[config.mk]
export PLATFORM = sky130hd
export DESIGN_NAME = decode_stage
export DESIGN_NICKNAME = d
export VERILOG_FILES = /design/src/rtl/decode_pkg.sv /design/src/rtl/decode_stage_reg_file.sv /design/src/rtl/decode_stage.sv
export SDC_FILE = /design/constraint.sdc
export NUM_CORES = 1
export LEC_CHECK = 0
export CAP_MARGIN = 20
export CORE_MARGIN = 4
export CORE_UTILIZATION = 54
export DETAILED_ROUTE_END_ITERATION = 8
export MAX_ROUTING_LAYER = met4
export PLACE_DENSITY = 0.84
export SLEW_MARGIN = 20
export SYNTH_ARGS = -nofsm -noshare
export SYNTH_HDL_FRONTEND = slang
export SYNTH_SLANG_ARGS = --single-unit
[constraint.sdc]
create_clock -name clk -period 3.75 [get_ports clk]
set_clock_uncertainty 0.15 [all_clocks]
set_input_delay 0.75 -clock clk [delete_from_list [all_inputs] [get_ports clk]]
set_output_delay 0.75 -clock clk [all_outputs]
set_load 0.1 [all_outputs]
[src/rtl/decode_pkg.sv]
// Shared decode definitions: instruction field layout, opcode constants,
// FSM state type and the per-opcode classification helpers.
package decode_pkg;

  localparam int INSTR_W  = 16;
  localparam int OPC_W    = 5;
  localparam int FIELD_W  = 3;

  localparam int OPC_LSB  = 11;
  localparam int RDST_LSB = 8;
  localparam int RS1_LSB  = 5;
  localparam int RS2_LSB  = 2;

  localparam logic [OPC_W-1:0] OP_NOP = 5'b00000;
  localparam logic [OPC_W-1:0] OP_LDM = 5'b10000;
  localparam logic [OPC_W-1:0] OP_LDD = 5'b10001;
  localparam logic [OPC_W-1:0] OP_STD = 5'b10010;

  typedef enum logic {
    S_NORM = 1'b0,
    S_IMM  = 1'b1
  } state_t;

  typedef struct packed {
    logic [OPC_W-1:0]   opcode;
    logic [FIELD_W-1:0] rdst;
    logic [FIELD_W-1:0] rs1;
    logic [FIELD_W-1:0] rs2;
  } header_t;

  // Pull the opcode and register fields out of an instruction word
  function automatic header_t split_header(input logic [INSTR_W-1:0] word);
    header_t h;
    h.opcode = word[OPC_LSB  +: OPC_W];
    h.rdst   = word[RDST_LSB +: FIELD_W];
    h.rs1    = word[RS1_LSB  +: FIELD_W];
    h.rs2    = word[RS2_LSB  +: FIELD_W];
    return h;
  endfunction

  // Any opcode with the top bit set is followed by an immediate word
  function automatic logic is_two_word(input logic [OPC_W-1:0] op);
    return op[OPC_W-1];
  endfunction

  function automatic logic is_alu(input logic [OPC_W-1:0] op);
    return (op[OPC_W-1:OPC_W-2] == 2'b01);
  endfunction

  // Two-word opcodes that actually do something once their immediate arrives
  function automatic logic is_known_two_word(input logic [OPC_W-1:0] op);
    return (op == OP_LDM) || (op == OP_LDD) || (op == OP_STD);
  endfunction

  function automatic logic uses_rs1(input logic [OPC_W-1:0] op);
    return is_alu(op) || (op == OP_STD);
  endfunction

  function automatic logic uses_rs2(input logic [OPC_W-1:0] op);
    return is_alu(op);
  endfunction

  function automatic logic reg_write(input logic [OPC_W-1:0] op);
    return is_alu(op) || (op == OP_LDM) || (op == OP_LDD);
  endfunction

  function automatic logic mem_read(input logic [OPC_W-1:0] op);
    return (op == OP_LDD);
  endfunction

endpackage

[src/rtl/decode_stage_reg_file.sv]
// Register file for the decode stage: REG_N words, two combinational read
// ports that forward a same-cycle write, one synchronous write port and a
// synchronous active-low clear.
module reg_file
  import decode_pkg::*;
#(
  parameter int DATA_W = 16,
  parameter int REG_N  = 8
) (
  input  logic                     clk,
  input  logic                     reset,
  input  logic                     i_wrEn,
  input  logic [$clog2(REG_N)-1:0] i_wrAddr,
  input  logic [DATA_W-1:0]        i_wrData,
  input  logic [$clog2(REG_N)-1:0] i_rdAddr1,
  input  logic [$clog2(REG_N)-1:0] i_rdAddr2,
  output logic [DATA_W-1:0]        o_rdData1,
  output logic [DATA_W-1:0]        o_rdData2
);

  logic [DATA_W-1:0] r_regs [REG_N];

  // Clear every register in reset, otherwise commit the writeback port
  always_ff @(posedge clk) begin
    if (!reset) begin
      for (int i = 0; i < REG_N; i++) begin
        r_regs[i] <= '0;
      end
    end else if (i_wrEn) begin
      r_regs[i_wrAddr] <= i_wrData;
    end
  end

  // Reads see a write landing this very cycle so WB needs no extra bypass
  always_comb begin
    o_rdData1 = r_regs[i_rdAddr1];
    o_rdData2 = r_regs[i_rdAddr2];
    if (i_wrEn && (i_wrAddr == i_rdAddr1)) begin
      o_rdData1 = i_wrData;
    end
    if (i_wrEn && (i_wrAddr == i_rdAddr2)) begin
      o_rdData2 = i_wrData;
    end
  end

endmodule

[src/rtl/decode_stage.sv]
// Instruction decode stage: reads operands, joins two-word instructions with
// their immediate, stalls fetch on a load-use dependency and registers the
// decoded result towards execute.
module decode_stage
  import decode_pkg::*;
#(
  parameter int DATA_W = 16,
  parameter int PC_W   = 32,
  parameter int REG_N  = 8
) (
  input  logic                     clk,
  input  logic                     reset,
  input  logic [INSTR_W-1:0]       instruction,
  input  logic [PC_W-1:0]          pc_plus_one,
  input  logic                     flush,
  input  logic                     wb_en,
  input  logic [$clog2(REG_N)-1:0] wb_addr,
  input  logic [DATA_W-1:0]        wb_data,
  output logic                     stall_fetch,
  output logic                     id_ex_valid,
  output logic [OPC_W-1:0]         id_ex_opcode,
  output logic [FIELD_W-1:0]       id_ex_rdst,
  output logic [FIELD_W-1:0]       id_ex_rs1_addr,
  output logic [FIELD_W-1:0]       id_ex_rs2_addr,
  output logic [DATA_W-1:0]        id_ex_rs1_data,
  output logic [DATA_W-1:0]        id_ex_rs2_data,
  output logic [DATA_W-1:0]        id_ex_imm,
  output logic [PC_W-1:0]          id_ex_pc_plus_one,
  output logic                     id_ex_mem_read,
  output logic                     id_ex_reg_write
);

  localparam int ADDR_W = $clog2(REG_N);

  state_t  r_state;
  state_t  w_nextState;
  header_t r_header;
  header_t w_nextHeader;
  header_t w_instrHdr;
  header_t w_issueHdr;

  logic [ADDR_W-1:0] w_rdAddr1;
  logic [ADDR_W-1:0] w_rdAddr2;
  logic [DATA_W-1:0] w_rdData1;
  logic [DATA_W-1:0] w_rdData2;
  logic              w_hazard;
  logic              w_startImm;
  logic              w_emit;

  logic               w_valid;
  logic [OPC_W-1:0]   w_opcode;
  logic [FIELD_W-1:0] w_rdst;
  logic [FIELD_W-1:0] w_rs1;
  logic [FIELD_W-1:0] w_rs2;
  logic [DATA_W-1:0]  w_rs1Data;
  logic [DATA_W-1:0]  w_rs2Data;
  logic [DATA_W-1:0]  w_imm;
  logic [PC_W-1:0]    w_pc;
  logic               w_memRead;
  logic               w_regWrite;

  logic               r_valid;
  logic [OPC_W-1:0]   r_opcode;
  logic [FIELD_W-1:0] r_rdst;
  logic [FIELD_W-1:0] r_rs1;
  logic [FIELD_W-1:0] r_rs2;
  logic [DATA_W-1:0]  r_rs1Data;
  logic [DATA_W-1:0]  r_rs2Data;
  logic [DATA_W-1:0]  r_imm;
  logic [PC_W-1:0]    r_pc;
  logic               r_memRead;
  logic               r_regWrite;

  assign w_instrHdr = split_header(instruction);

  // While the immediate is on the bus the operands belong to the latched header
  assign w_issueHdr = (r_state == S_IMM) ? r_header : w_instrHdr;
  assign w_rdAddr1  = ADDR_W'(w_issueHdr.rs1);
  assign w_rdAddr2  = ADDR_W'(w_issueHdr.rs2);

  reg_file #(
    .DATA_W (DATA_W),
    .REG_N  (REG_N)
  ) u_regFile (
    .clk       (clk),
    .reset     (reset),
    .i_wrEn    (wb_en),
    .i_wrAddr  (wb_addr),
    .i_wrData  (wb_data),
    .i_rdAddr1 (w_rdAddr1),
    .i_rdAddr2 (w_rdAddr2),
    .o_rdData1 (w_rdData1),
    .o_rdData2 (w_rdData2)
  );

  // A load in EX whose destination feeds a source this instruction really uses
  always_comb begin
    w_hazard = 1'b0;
    if ((r_state == S_NORM) && r_valid && r_memRead) begin
      if (uses_rs1(w_instrHdr.opcode) && (r_rdst == w_instrHdr.rs1)) begin
        w_hazard = 1'b1;
      end
      if (uses_rs2(w_instrHdr.opcode) && (r_rdst == w_instrHdr.rs2)) begin
        w_hazard = 1'b1;
      end
    end
  end

  assign stall_fetch = reset && !flush && w_hazard;
  assign w_startImm  = (r_state == S_NORM) && !w_hazard && is_two_word(w_instrHdr.opcode);

  // State register for the header/immediate sequencing
  always_ff @(posedge clk) begin
    if (!reset) begin
      r_state <= S_NORM;
    end else begin
      r_state <= w_nextState;
    end
  end

  // Move to S_IMM after a header, back to S_NORM after its immediate or a flush
  always_comb begin
    w_nextState = r_state;
    if (flush) begin
      w_nextState = S_NORM;
    end else begin
      case (r_state)
        S_NORM:  w_nextState = w_startImm ? S_IMM : S_NORM;
        S_IMM:   w_nextState = S_NORM;
        default: w_nextState = S_NORM;
      endcase
    end
  end

  // Decide what goes to execute this cycle; anything not issued is a zeroed bubble
  always_comb begin
    w_emit = 1'b0;
    w_imm  = '0;
    if (!flush) begin
      case (r_state)
        S_NORM: begin
          w_emit = !w_hazard && is_alu(w_instrHdr.opcode);
        end
        S_IMM: begin
          w_emit = is_known_two_word(r_header.opcode);
          w_imm  = DATA_W'(instruction);
        end
        default: w_emit = 1'b0;
      endcase
    end
    w_valid    = w_emit;
    w_opcode   = w_emit ? w_issueHdr.opcode : '0;
    w_rdst     = w_emit ? w_issueHdr.rdst   : '0;
    w_rs1      = w_emit ? w_issueHdr.rs1    : '0;
    w_rs2      = w_emit ? w_issueHdr.rs2    : '0;
    w_rs1Data  = w_emit ? w_rdData1         : '0;
    w_rs2Data  = w_emit ? w_rdData2         : '0;
    w_pc       = w_emit ? pc_plus_one       : '0;
    w_memRead  = w_emit && mem_read(w_issueHdr.opcode);
    w_regWrite = w_emit && reg_write(w_issueHdr.opcode);
    if (!w_emit) begin
      w_imm = '0;
    end
  end

  // Capture a new header when a two-word instruction starts; flush discards it
  always_comb begin
    w_nextHeader = r_header;
    if (flush) begin
      w_nextHeader = '0;
    end else if (w_startImm) begin
      w_nextHeader = w_instrHdr;
    end
  end

  // Header latch and the ID/EX pipeline register
  always_ff @(posedge clk) begin
    if (!reset) begin
      r_header   <= '0;
      r_valid    <= 1'b0;
      r_opcode   <= '0;
      r_rdst     <= '0;
      r_rs1      <= '0;
      r_rs2      <= '0;
      r_rs1Data  <= '0;
      r_rs2Data  <= '0;
      r_imm      <= '0;
      r_pc       <= '0;
      r_memRead  <= 1'b0;
      r_regWrite <= 1'b0;
    end else begin
      r_header   <= w_nextHeader;
      r_valid    <= w_valid;
      r_opcode   <= w_opcode;
      r_rdst     <= w_rdst;
      r_rs1      <= w_rs1;
      r_rs2      <= w_rs2;
      r_rs1Data  <= w_rs1Data;
      r_rs2Data  <= w_rs2Data;
      r_imm      <= w_imm;
      r_pc       <= w_pc;
      r_memRead  <= w_memRead;
      r_regWrite <= w_regWrite;
    end
  end

  assign id_ex_valid       = r_valid;
  assign id_ex_opcode      = r_opcode;
  assign id_ex_rdst        = r_rdst;
  assign id_ex_rs1_addr    = r_rs1;
  assign id_ex_rs2_addr    = r_rs2;
  assign id_ex_rs1_data    = r_rs1Data;
  assign id_ex_rs2_data    = r_rs2Data;
  assign id_ex_imm         = r_imm;
  assign id_ex_pc_plus_one = r_pc;
  assign id_ex_mem_read    = r_memRead;
  assign id_ex_reg_write   = r_regWrite;

endmodule

-- Yosys cells after proc, flatten, opt, wreduce, memory -nomap -nowiden
Memory sizes are Yosys's and may differ from the RTL's. A register that Yosys moved wholly into a read port is not among the register bits.
Cells that the tools add are included.
- memory bits (writable): 128
- flip-flop bits (word level): 80
- bits of input ports: 71
- logic and storage cells: 67
- memories: 1
- bits in latches: 0
- memory bits (read-only): 0
- output and inout port bits: 98
- memory list (name ; depth ; bits a word ; read ports ; clocked after memory_dff ; wr ports ; RTL line ; RTL):
    u_regFile.r_regs ; 8 ; 16 ; 2 ; 2 ; 8 ; decode_stage_reg_file.sv:21 ; logic [DATA_W-1:0] r_regs [REG_N];
- muxes and demuxes: 15
- shift-type cells: 0
- divide/modulo/power cells: 0
- reduce and logical (&&, ||, !) cells: 24
- bitwise gates (word level): 3
- add/sub/neg operators: 0
- $lt $le $gt $ge: 0
- multipliers: 0
- equality and inequality tests: 10
- operators by type and width (cell ; count):
    $eq A5 B5 Y1 const B ; 6
    $mux W16 ; 1
    $reduce_or A16 Y1 ; 1
    $mux W14 ; 1
    $logic_and A1 B1 Y1 ; 11
    $mux W1 ; 10
    $eq A3 B3 Y1 ; 2
    $logic_or A1 B1 Y1 ; 5
    $eq A2 B1 Y1 const B ; 2
    $logic_not A1 Y1 ; 4
    $pmux W1 S2 ; 2
    $reduce_or A4 Y1 ; 1
    $mux W3 ; 1
    $not A1 Y1 ; 3
    $reduce_and A2 Y1 ; 1
    $reduce_or A2 Y1 ; 1

-- Logic depth before layout (Yosys ltp)
Gate-level depths: netlist of the first run.
- depth in word-level cells: 12
- depth in mapped cells: 9
- mapped depth without buffers: 6

-- Modules after synthesis
From an unflattened synthesis of the first run, not the netlist that was laid out.
- cells, all modules: 788
- area total of the unflattened synthesis: 11279.6 µm²
- modules (own cells, without submodules) (module ; times used ; cells each ; seq. area each (µm²) ; area an instance (µm²)):
    reg_file ; 1 ; 446 ; 3843.7 ; 7440.9
    decode_stage ; 1 ; 342 ; 2242.2 ; 3838.7

-- Worst setup path after synthesis of the first run
OpenSTA, ideal clock, no wires.
- kind: flip-flop to output port
- start point: register r_rdst[1], in the netlist id_ex_rdst[1]
- end point: output port stall_fetch
- path buffers: 0
- arrival time: 3.226 ns
- cell stages (with the launch flop): 5
- data required time: 2.850 ns
- slack: -0.376 ns
- cell sequence: dfxtp_1 > xor2_1 > or4_4 > o22ai_1 > nor2b_1
- cells in the longest elaborated chain, start to end: 6
- elaborated cells between the ends (all ways): 8
- those cells by class: eq/ne (2); mux (3); reduce/logical (3)
- ends and longest elaborated chain (what ; RTL line ; RTL):
    start: declaration ; decode_stage.sv:64 ; logic [FIELD_W-1:0] r_rdst;
    start signal: assignment ; decode_stage.sv:195 ; r_rdst <= w_rdst;
    $eq A3 B3 Y1 ; decode_stage.sv:100 ; if (uses_rs1(w_instrHdr.opcode) && (r_rdst == w_instrHdr.rs1)) begin
    $logic_and A1 B1 Y1 ; decode_stage.sv:100 ;
    $mux W1 ; decode_stage.sv:100 ;
    $mux W1 * ; decode_stage.sv:103 ; if (uses_rs2(w_instrHdr.opcode) && (r_rdst == w_instrHdr.rs2)) begin
    $mux W1 * ; decode_stage.sv:99 ; if ((r_state == S_NORM) && r_valid && r_memRead) begin
    $logic_and A1 B1 Y1 * ; decode_stage.sv:109 ; assign stall_fetch = reset && !flush && w_hazard;
    end: declaration ; decode_stage.sv:19 ; output logic stall_fetch,
Every way passes the cells marked *; elsewhere a longest branch is shown, timed or not.

-- Worst setup path in the final report of the first run
- start point: register r_state
- end point: output port stall_fetch
- cells in the longest elaborated chain, start to end: 5
- ends and longest elaborated chain (what ; RTL line ; RTL):
    start: declaration ; decode_stage.sv:35 ; state_t r_state;
    start signal: assignment ; decode_stage.sv:117 ; r_state <= w_nextState;
    $not A1 Y1 ; decode_stage.sv:99 ;
    $logic_and A1 B1 Y1 (2 in a row) ; decode_stage.sv:99 ;
    $mux W1 ; decode_stage.sv:99 ;
    $logic_and A1 B1 Y1 ; decode_stage.sv:109 ;
Every way passes these cells.

==> PnR_summary.wiki, run 1 <==
{| class="wikitable"
! Metric !! Value
|-
| Worst Hold Launch || r_header[13]$_SDFFE_PP0P_
|-
| Global route overflow || 0
|-
| Buffers added on ports || about 170
|-
| Number of failing setup endpoints in the final timing report || 0
|-
| Syn Inst Count || 1,111
|-
| Global-route wire length before repair || roughly 49,000 um
|-
| Asr flop ratio synth || 0
|-
| Initial Util || 0.558
|-
| Die Outline Area || about 0.022 sq mm
|-
| Max-capacitance violation count || 0
|-
| Flop-to-flop setup slack || 0.91 ns
|-
| Number of cells on the worst reg-to-reg path || 8
|-
| HPWL after DPL || 19,900 um
|-
| Via-to-Cell Ratio || approximately 5.9
|-
| Startpoint Class || register
|-
| Family with the most delay on the worst path || simple AND/OR/NAND/NOR gates
|-
| # Post-CTS Setup Buffers || 0
|-
| Clock latency at the later pin of the worst-skew pair || between 0.5 and 0.6 ns
|-
| CP arrival || 2.70 ns
|-
| Number of clock sinks || between 200 and 250
|-
| Clock tree from TritonCTS || built
|-
| Total Routing Usage GR || 0.288
|-
| Maximum clock frequency || ~280 MHz
|-
| Critical path capture point type || output pin
|-
| Met1 track demand over resource in global routing || 0.356
|-
| Worst hold path stage count || 2
|-
| RSZ-0062 raised after global routing || no
|-
| Residual DRC || 0
|-
| Via count of the first global-routing pass || 8,987
|-
| Number of pins exceeding their max-slew limit in the final report || 0
|-
| Final total negative setup slack || 0 ns
|-
| # fillers || roughly 1,400
|-
| Pin count of the biggest net entering global routing || 66
|-
| Run status || completed
|-
| Crit path kind || reg -> out
|-
| Combined area of all synthesized cells || roughly 0.011 sq mm
|-
| Worst Max-Slew Pin Slew || ~1.0 ns
|-
| CTS Buf Count || 25
|-
| Buf/Inv on CP || 2
|-
| WHS Endpoint || r_header[13]$_SDFFE_PP0P_
|-
| Die X-Extent || between 100 and 150 um
|-
| Number of buffers inserted for hold repair after clock tree synthesis || 0
|-
| Initial DRC count || between 1,000 and 1,500
|-
| Peak ir drop on the vdd network || 0.000291 V
|-
| Static leakage power || 5.20 nW
|-
| Final instance count without filler cells || about 1,600
|-
| Top Usage Layer GRT || met2
|-
| Diode count || 0
|-
| Height of the die || ~150 um
|-
| Final Hold Violating Endpoints || 0
|-
| Hold/Removal Path Class || reg -> reg
|-
| Cell type of the slowest stage on the worst timing path || dfxtp_1
|-
| Clock slew seen by the registers of the worst setup and hold paths || 0.06 ns
|-
| Met2 layer usage reported by global route || 0.463
|-
| Total vias in the final route || 9,148
|-
| Sequential element share of the synthesized area || 0.574
|-
| Number of flip-flops and latches in the synthesized netlist || 240
|-
| Crit-path cells || buf_4, nand3b_4, or4_4, o22ai_1, nor2b_2, buf_12
|-
| Peak per-stage delay on the critical path || around 0.58 ns
|-
| Fraction of layout instances using a drive strength above 1 || 0.0786
|-
| Io pins || between 150 and 200
|-
| Placement Rows || 50
|-
| Number of optimization iterations in the first detailed-route pass || 6
|-
| Post-Syn Area per Cell || 9.55 sq um
|-
| Number of cells in the design after placement || around 1,500
|-
| Syn Nets || ~1,200
|-
| Final critical delay including setup and external delays || ~3.6 ns
|-
| Area overhead of the layout relative to synthesis || 27.8%
|-
| Deepest level of the CTS H-tree || 1
|-
| PnR Total Power || between 0.006 and 0.007 W
|-
| Routability congestion estimate from global placement || 0.870
|-
| # resized after CTS || 0
|-
| Worst path required time || roughly 2.9 ns
|-
| Destination of the worst register-to-register timing path || id_ex_rs1_data[12]$_SDFF_PN0_
|-
| Yosys warnings || 0
|-
| Clock root buffer || clkbuf_16
|-
| Period utilisation layout || 0.960
|-
| Routed wire length || roughly 31,000 um
|-
| Relative slew slack || 0.312
|-
| Remaining number of nets flagged by the antenna check after routing || 0
|-
| Pwr/cell area || 458 mW/mm^2
|-
| Nets@finish || roughly 1,400
|-
| Maximum count of clock buffers along a single path || 3
|-
| Reg-to-reg startpoint || r_state$_SDFF_PP0_
|-
| Number of antenna violations at the first check in global routing || 0
|-
| Post-synth EDFFs || around 130
|-
| Crit path max fanout || 18
|-
| Main flop type after synthesis || edfxtp_1
|-
| Met3 routing resource usage after global routing || 0.0500
|-
| Routed wirelength normalized by instance count || 20.2 um
|-
| Number of different library cells in the post-synthesis netlist || 40
|-
| Placeable Area || about 0.019 sq mm
|}
==> metal layers <==
metal,wire length (um),vias to the layer above
met1,11700,4213
met5,0,-
met3,3720,154
li1,-,4104
met4,1540,0
met2,14500,677
==> metrics by stage <==
step / hold slack (ns) / setup slack [ns] / area [sq um] / utilization
2_1_floorplan: 0.296 / 0.145 / 10600 / -
3_3_place_gp: 0.313 / 0.336 / 12700 / 0.669
3_5_place_dp: 0.323 / 0.305 / 12700 / 0.669
4_1_cts: 0.333 / 0.132 / 13600 / 0.713
5_1_grt: 0.373 / 0.0539 / 13600 / 0.713
6_report: 0.340 / 0.151 / 13600 / 0.713
==> flip-flops by register name, summed over array words and instances (netlist names) <==
| register | count |
|---|---|
| u_regFile.r_regs | 128 |
| id_ex_pc_plus_one | 32 |
| id_ex_imm | 16 |
| id_ex_rs1_data | 16 |
| id_ex_rs2_data | 16 |
| r_header | 14 |
| id_ex_opcode | 5 |
| id_ex_rdst | 3 |
| id_ex_rs1_addr | 3 |
| id_ex_rs2_addr | 3 |
| id_ex_mem_read | 1 |
| id_ex_reg_write | 1 |
| id_ex_valid | 1 |
| r_state | 1 |
==> worst min-delay path, delay by kind of cell, from the launching register on <==
family                 cells  cell delay (ns)
AO/OA/AOI/OAI              1             0.06
buffers and inverters      1             0.07
flip-flops                 1             0.31
==> synthesized netlist by cell type, types with 4 or more instances <==
cell | count | share of area
nand2b_1 | 10 | 0.0059
o21ai_0 | 32 | 0.015
nand3_1 | 131 | 0.062
o21ai_1 | 12 | 0.0057
xor2_1 | 6 | 0.0050
nand3b_1 | 4 | 0.0028
mux2i_1 | 25 | 0.024
xnor2_1 | 6 | 0.0050
buf_1 | 11 | 0.0039
nand2_1 | 260 | 0.092
and2_1 | 177 | 0.10
edfxtp_1 | 128 | 0.36
nor2_1 | 37 | 0.013
nor3_1 | 5 | 0.0024
buf_6 | 7 | 0.0074
buf_2 | 9 | 0.0042
clkbuf_1 | 47 | 0.017
nand4_1 | 32 | 0.019
a21oi_1 | 34 | 0.016
dfxtp_1 | 112 | 0.21
==> how the worst max path moves through the flow <==
stage | start | end | slack [ns] | cells after the start
after floorplan | id_ex_rdst[1]$_SDFF_PN0_ | stall_fetch | 0.14 | 4
after global placement | instruction[6] | stall_fetch | 0.34 | 6
after detailed placement | instruction[6] | stall_fetch | 0.30 | 6
after CTS | r_state$_SDFF_PP0_ | stall_fetch | 0.13 | 6
after global routing | r_state$_SDFF_PP0_ | stall_fetch | 0.05 | 6
final | r_state$_SDFF_PP0_ | stall_fetch | 0.15 | 6
==> kinds of logic (layout without fill, tap and decap cells) <==
kind of cell,count (synthesis),in the layout,synth area share
flip-flops,240,240,0.574
XOR/XNOR,12,12,0.00991
AND/OR/NAND/NOR,668,668,0.312
buffers and inverters,78,264,0.0341
AO/OA/AOI/OAI,86,86,0.0447
multiplexers,27,27,0.0257
==> area by class of cell <==
| type | instances | area [sq um] | share of cell area |
|---|---|---|---|
| clock buffer | 28 | 647 | 0.0477 |
| clock inverter | 17 | 183 | 0.0135 |
| inverter | 2 | 7.51 | 0.000554 |
| multi-input combinational | 793 | 4190 | 0.309 |
| sequential | 240 | 6090 | 0.449 |
| tap | 260 | 325 | 0.0240 |
| timing repair buffer | 217 | 2120 | 0.156 |
==> report_power, final <==
part	total, W	internal, W	switching, W
logic	0.000772	0.000256	0.000516
clock network	0.00250	0.00151	0.000989
registers	0.00294	0.00288	0.0000631
==> cell usage in the layout (no fill, tap or decap), drive strengths merged <==
cell type      instances
a211oi                 1
a21o                   2
a21oi                 34
a311oi                 1
a41oi                  1
and2                 177
and4                   1
buf                   52
bufinv                 4
clkbuf                28
clkdlybuf4s50        165
clkinv                11
clkinvlp               2
dfxtp                112
edfxtp               128
inv                    2
mux2                   2
mux2i                 25
nand2                260
nand2b                10
nand3                131
nand3b                 5
nand4                 32
nand4bb                1
nor2                  37
nor2b                  3
nor3                   5
nor4b                  1
o21ai                 45
o22ai                  1
o2bb2ai                1
or2                    1
or4                    4
xnor2                  6
xor2                   6
No activity file was read; power rests on OpenSTA's default activity.
==> run 2: changes to the inputs <==
- CORE_ASPECT_RATIO: default -> 1.25
- CTS_CLUSTER_DIAMETER: default -> 150
==> PnR_summary.wiki, run 2 (same netlist as run 1, synthesis figures left out) <==
{| class="wikitable"
! Metric !! Value
|-
| Total Routing Usage GR || 0.286
|-
| Height of the die || roughly 160 um
|-
| Leading cell types in the layout, fill and taps excluded || nand2_1 (260), and2_1 (177), clkdlybuf4s50_1 (165)
|-
| Number of optimization iterations in the first detailed-route pass || 6
|-
| Placement Setup Slack || 0.315 ns
|-
| Final Hold Violating Endpoints || 0
|-
| Switch Pwr || 0.00154 W
|-
| Worst Hold Launch || r_header[13]$_SDFFE_PP0P_
|-
| Met3 routing resource usage after global routing || 0.0561
|-
| Largest register FFs || 128
|-
| Pin count of the biggest net entering global routing || 66
|-
| Global-route wire length before repair || ~48,000 um
|-
| Number of failing setup endpoints in the final timing report || 0
|-
| CP arrival || about 2.5 ns
|-
| Number of cells in the design after placement || around 1,500
|-
| HPWL after DPL || 19,400 um
|-
| Top Usage Layer GRT || met2
|-
| Clock share of power || 0.393
|-
| Reg power frac || 0.480
|-
| Crit path max fanout || 5
|-
| Worst path required time || around 2.9 ns
|-
| Routability congestion estimate from global placement || 0.873
|-
| Number of buffers inserted for hold repair after clock tree synthesis || 0
|-
| Flop-to-flop setup slack || between 0.9 and 1 ns
|-
| Number of clock sinks || 240
|-
| Via-to-Cell Ratio || around 5.9
|-
| Placeable Area || roughly 0.019 sq mm
|-
| Reg-to-reg startpoint || r_state$_SDFF_PP0_
|-
| Relative slew slack || 0.291
|-
| Met1 track demand over resource in global routing || 0.343
|-
| # Post-CTS Setup Buffers || 0
|-
| Run status || completed
|-
| Buffers added on ports || 168
|-
| Clock latency at the later pin of the worst-skew pair || roughly 0.51 ns
|-
| Worst hold path stage count || 2
|-
| CTS Buf Count || 23
|-
| Clock tree from TritonCTS || built
|-
| Nets@finish || 1,347
|-
| Residual DRC || 0
|-
| Routed wire length || between 30,000 and 40,000 um
|-
| Critical path capture point type || output pin
|-
| Fraction of layout instances using a drive strength above 1 || 0.0782
|-
| Clock root buffer || clkbuf_16
|-
| Clock slew seen by the registers of the worst setup and hold paths || 0.06 ns
|-
| Final critical delay including setup and external delays || 3.43 ns
|-
| Initial DRC count || 1,004
|-
| Maximum clock frequency || ~290 MHz
|-
| Start point of the critical path || instruction[3]
|-
| Initial Util || 0.547
|-
| Logic gate share of total power || 0.126
|-
| Worst Max-Slew Pin Slew || 1.06 ns
|-
| # fillers || approximately 1,400
|-
| Number of pins exceeding their max-slew limit in the final report || 0
|-
| Die X-Extent || 133 um
|-
| Sw frac || 0.252
|-
| Period utilisation layout || 0.914
|-
| Global route overflow || 0
|-
| Peak ir drop on the vdd network || 0.000439 V
|-
| Static leakage power || just over 5 nW
|-
| Maximum count of clock buffers along a single path || 3
|-
| Placement Rows || between 50 and 60
|-
| Routed wirelength normalized by instance count || ~20 um
|-
| Pwr/cell area || ~450 mW/mm^2
|-
| Top reg by flops || u_regFile.r_regs
|-
| # resized after CTS || 0
|-
| Number of antenna violations at the first check in global routing || 1
|-
| Die Outline Area || ~0.022 sq mm
|-
| Deepest level of the CTS H-tree || 1
|-
| Io pins || 169
|-
| Startpoint Class || primary input
|-
| Max-capacitance violation count || 0
|-
| Via count of the first global-routing pass || just under 9,000
|-
| Crit path kind || in -> out
|-
| Final instance count without filler cells || about 1,600
|-
| Hold/Removal Path Class || reg -> reg
|-
| RSZ-0062 raised after global routing || no
|-
| Area overhead of the layout relative to synthesis || 27.2%
|-
| Most common library cell in the layout ignoring fill and taps || nand2_1
|-
| Total vias in the final route || a little over 9,000
|-
| Final total negative setup slack || 0 ns
|-
| Number of cells on the worst reg-to-reg path || 7
|-
| Fin worst setup slack || between 0.3 and 0.4 ns
|-
| Met2 layer usage reported by global route || 0.477
|-
| Remaining number of nets flagged by the antenna check after routing || 0
|-
| Cell internal power dissipation || approximately 0.0046 W
|}
run 2: critical path, stage by stage:
cell and delay [ns]:
clkdlybuf4s50_1 0.52, xor2_1 0.21, or4_4 0.51, o22ai_1 0.14
nor2b_2 0.21, buf_12 0.19
run 2: final cells by class:
type                    instances  area, sq um  area share
inverters                       2         7.51    0.000557
diodes                          1         2.50    0.000186
well taps                     265          332      0.0246
flip-flops and latches        240         6090       0.451
multi-input cells             793         4190       0.310
repair buffers                216         2080       0.155
clock inverters                 7          120     0.00891
clock buffers                  34          669      0.0496
run 2: metal layers:
| metal | share of wire | vias up | wire length [um] |
|---|---|---|---|
| met5 | 0 | - | 0 |
| met4 | 0.041 | 0 | 1290 |
| met3 | 0.12 | 124 | 3710 |
| met2 | 0.49 | 665 | 15200 |
| met1 | 0.35 | 4251 | 11100 |
| li1 | - | 4095 | - |
run 2: stage by stage:
step	hold WS, ns	cell area [sq um]	utilization	power [W]
after global placement	0.307	12700	0.654	0.00373
after detailed placement	0.335	12700	0.654	0.00375
after global routing	0.374	13500	0.695	0.00632
after floorplan	0.296	10600	-	0.00344
final	0.347	13500	0.695	0.00612
after CTS	0.345	13500	0.695	0.00614
run 2: final timing paths:
path / endpoint
setup / recovery: stall_fetch
hold / removal: r_header[13]$_SDFFE_PP0P_
setup reg to reg: id_ex_rs2_data[3]$_SDFF_PN0_
hold reg to reg: r_header[13]$_SDFFE_PP0P_
run 2: power groups by stage:
stage	Clock (W)	Combinational, W	Sequential (W)
finish	0.00241	0.000774	0.00294
global route	0.00255	0.000822	0.00295
CTS	0.00244	0.000762	0.00294
detailed placement	0	0.000758	0.00299
global placement	0	0.000740	0.00299
floorplan	0	0.000329	0.00311
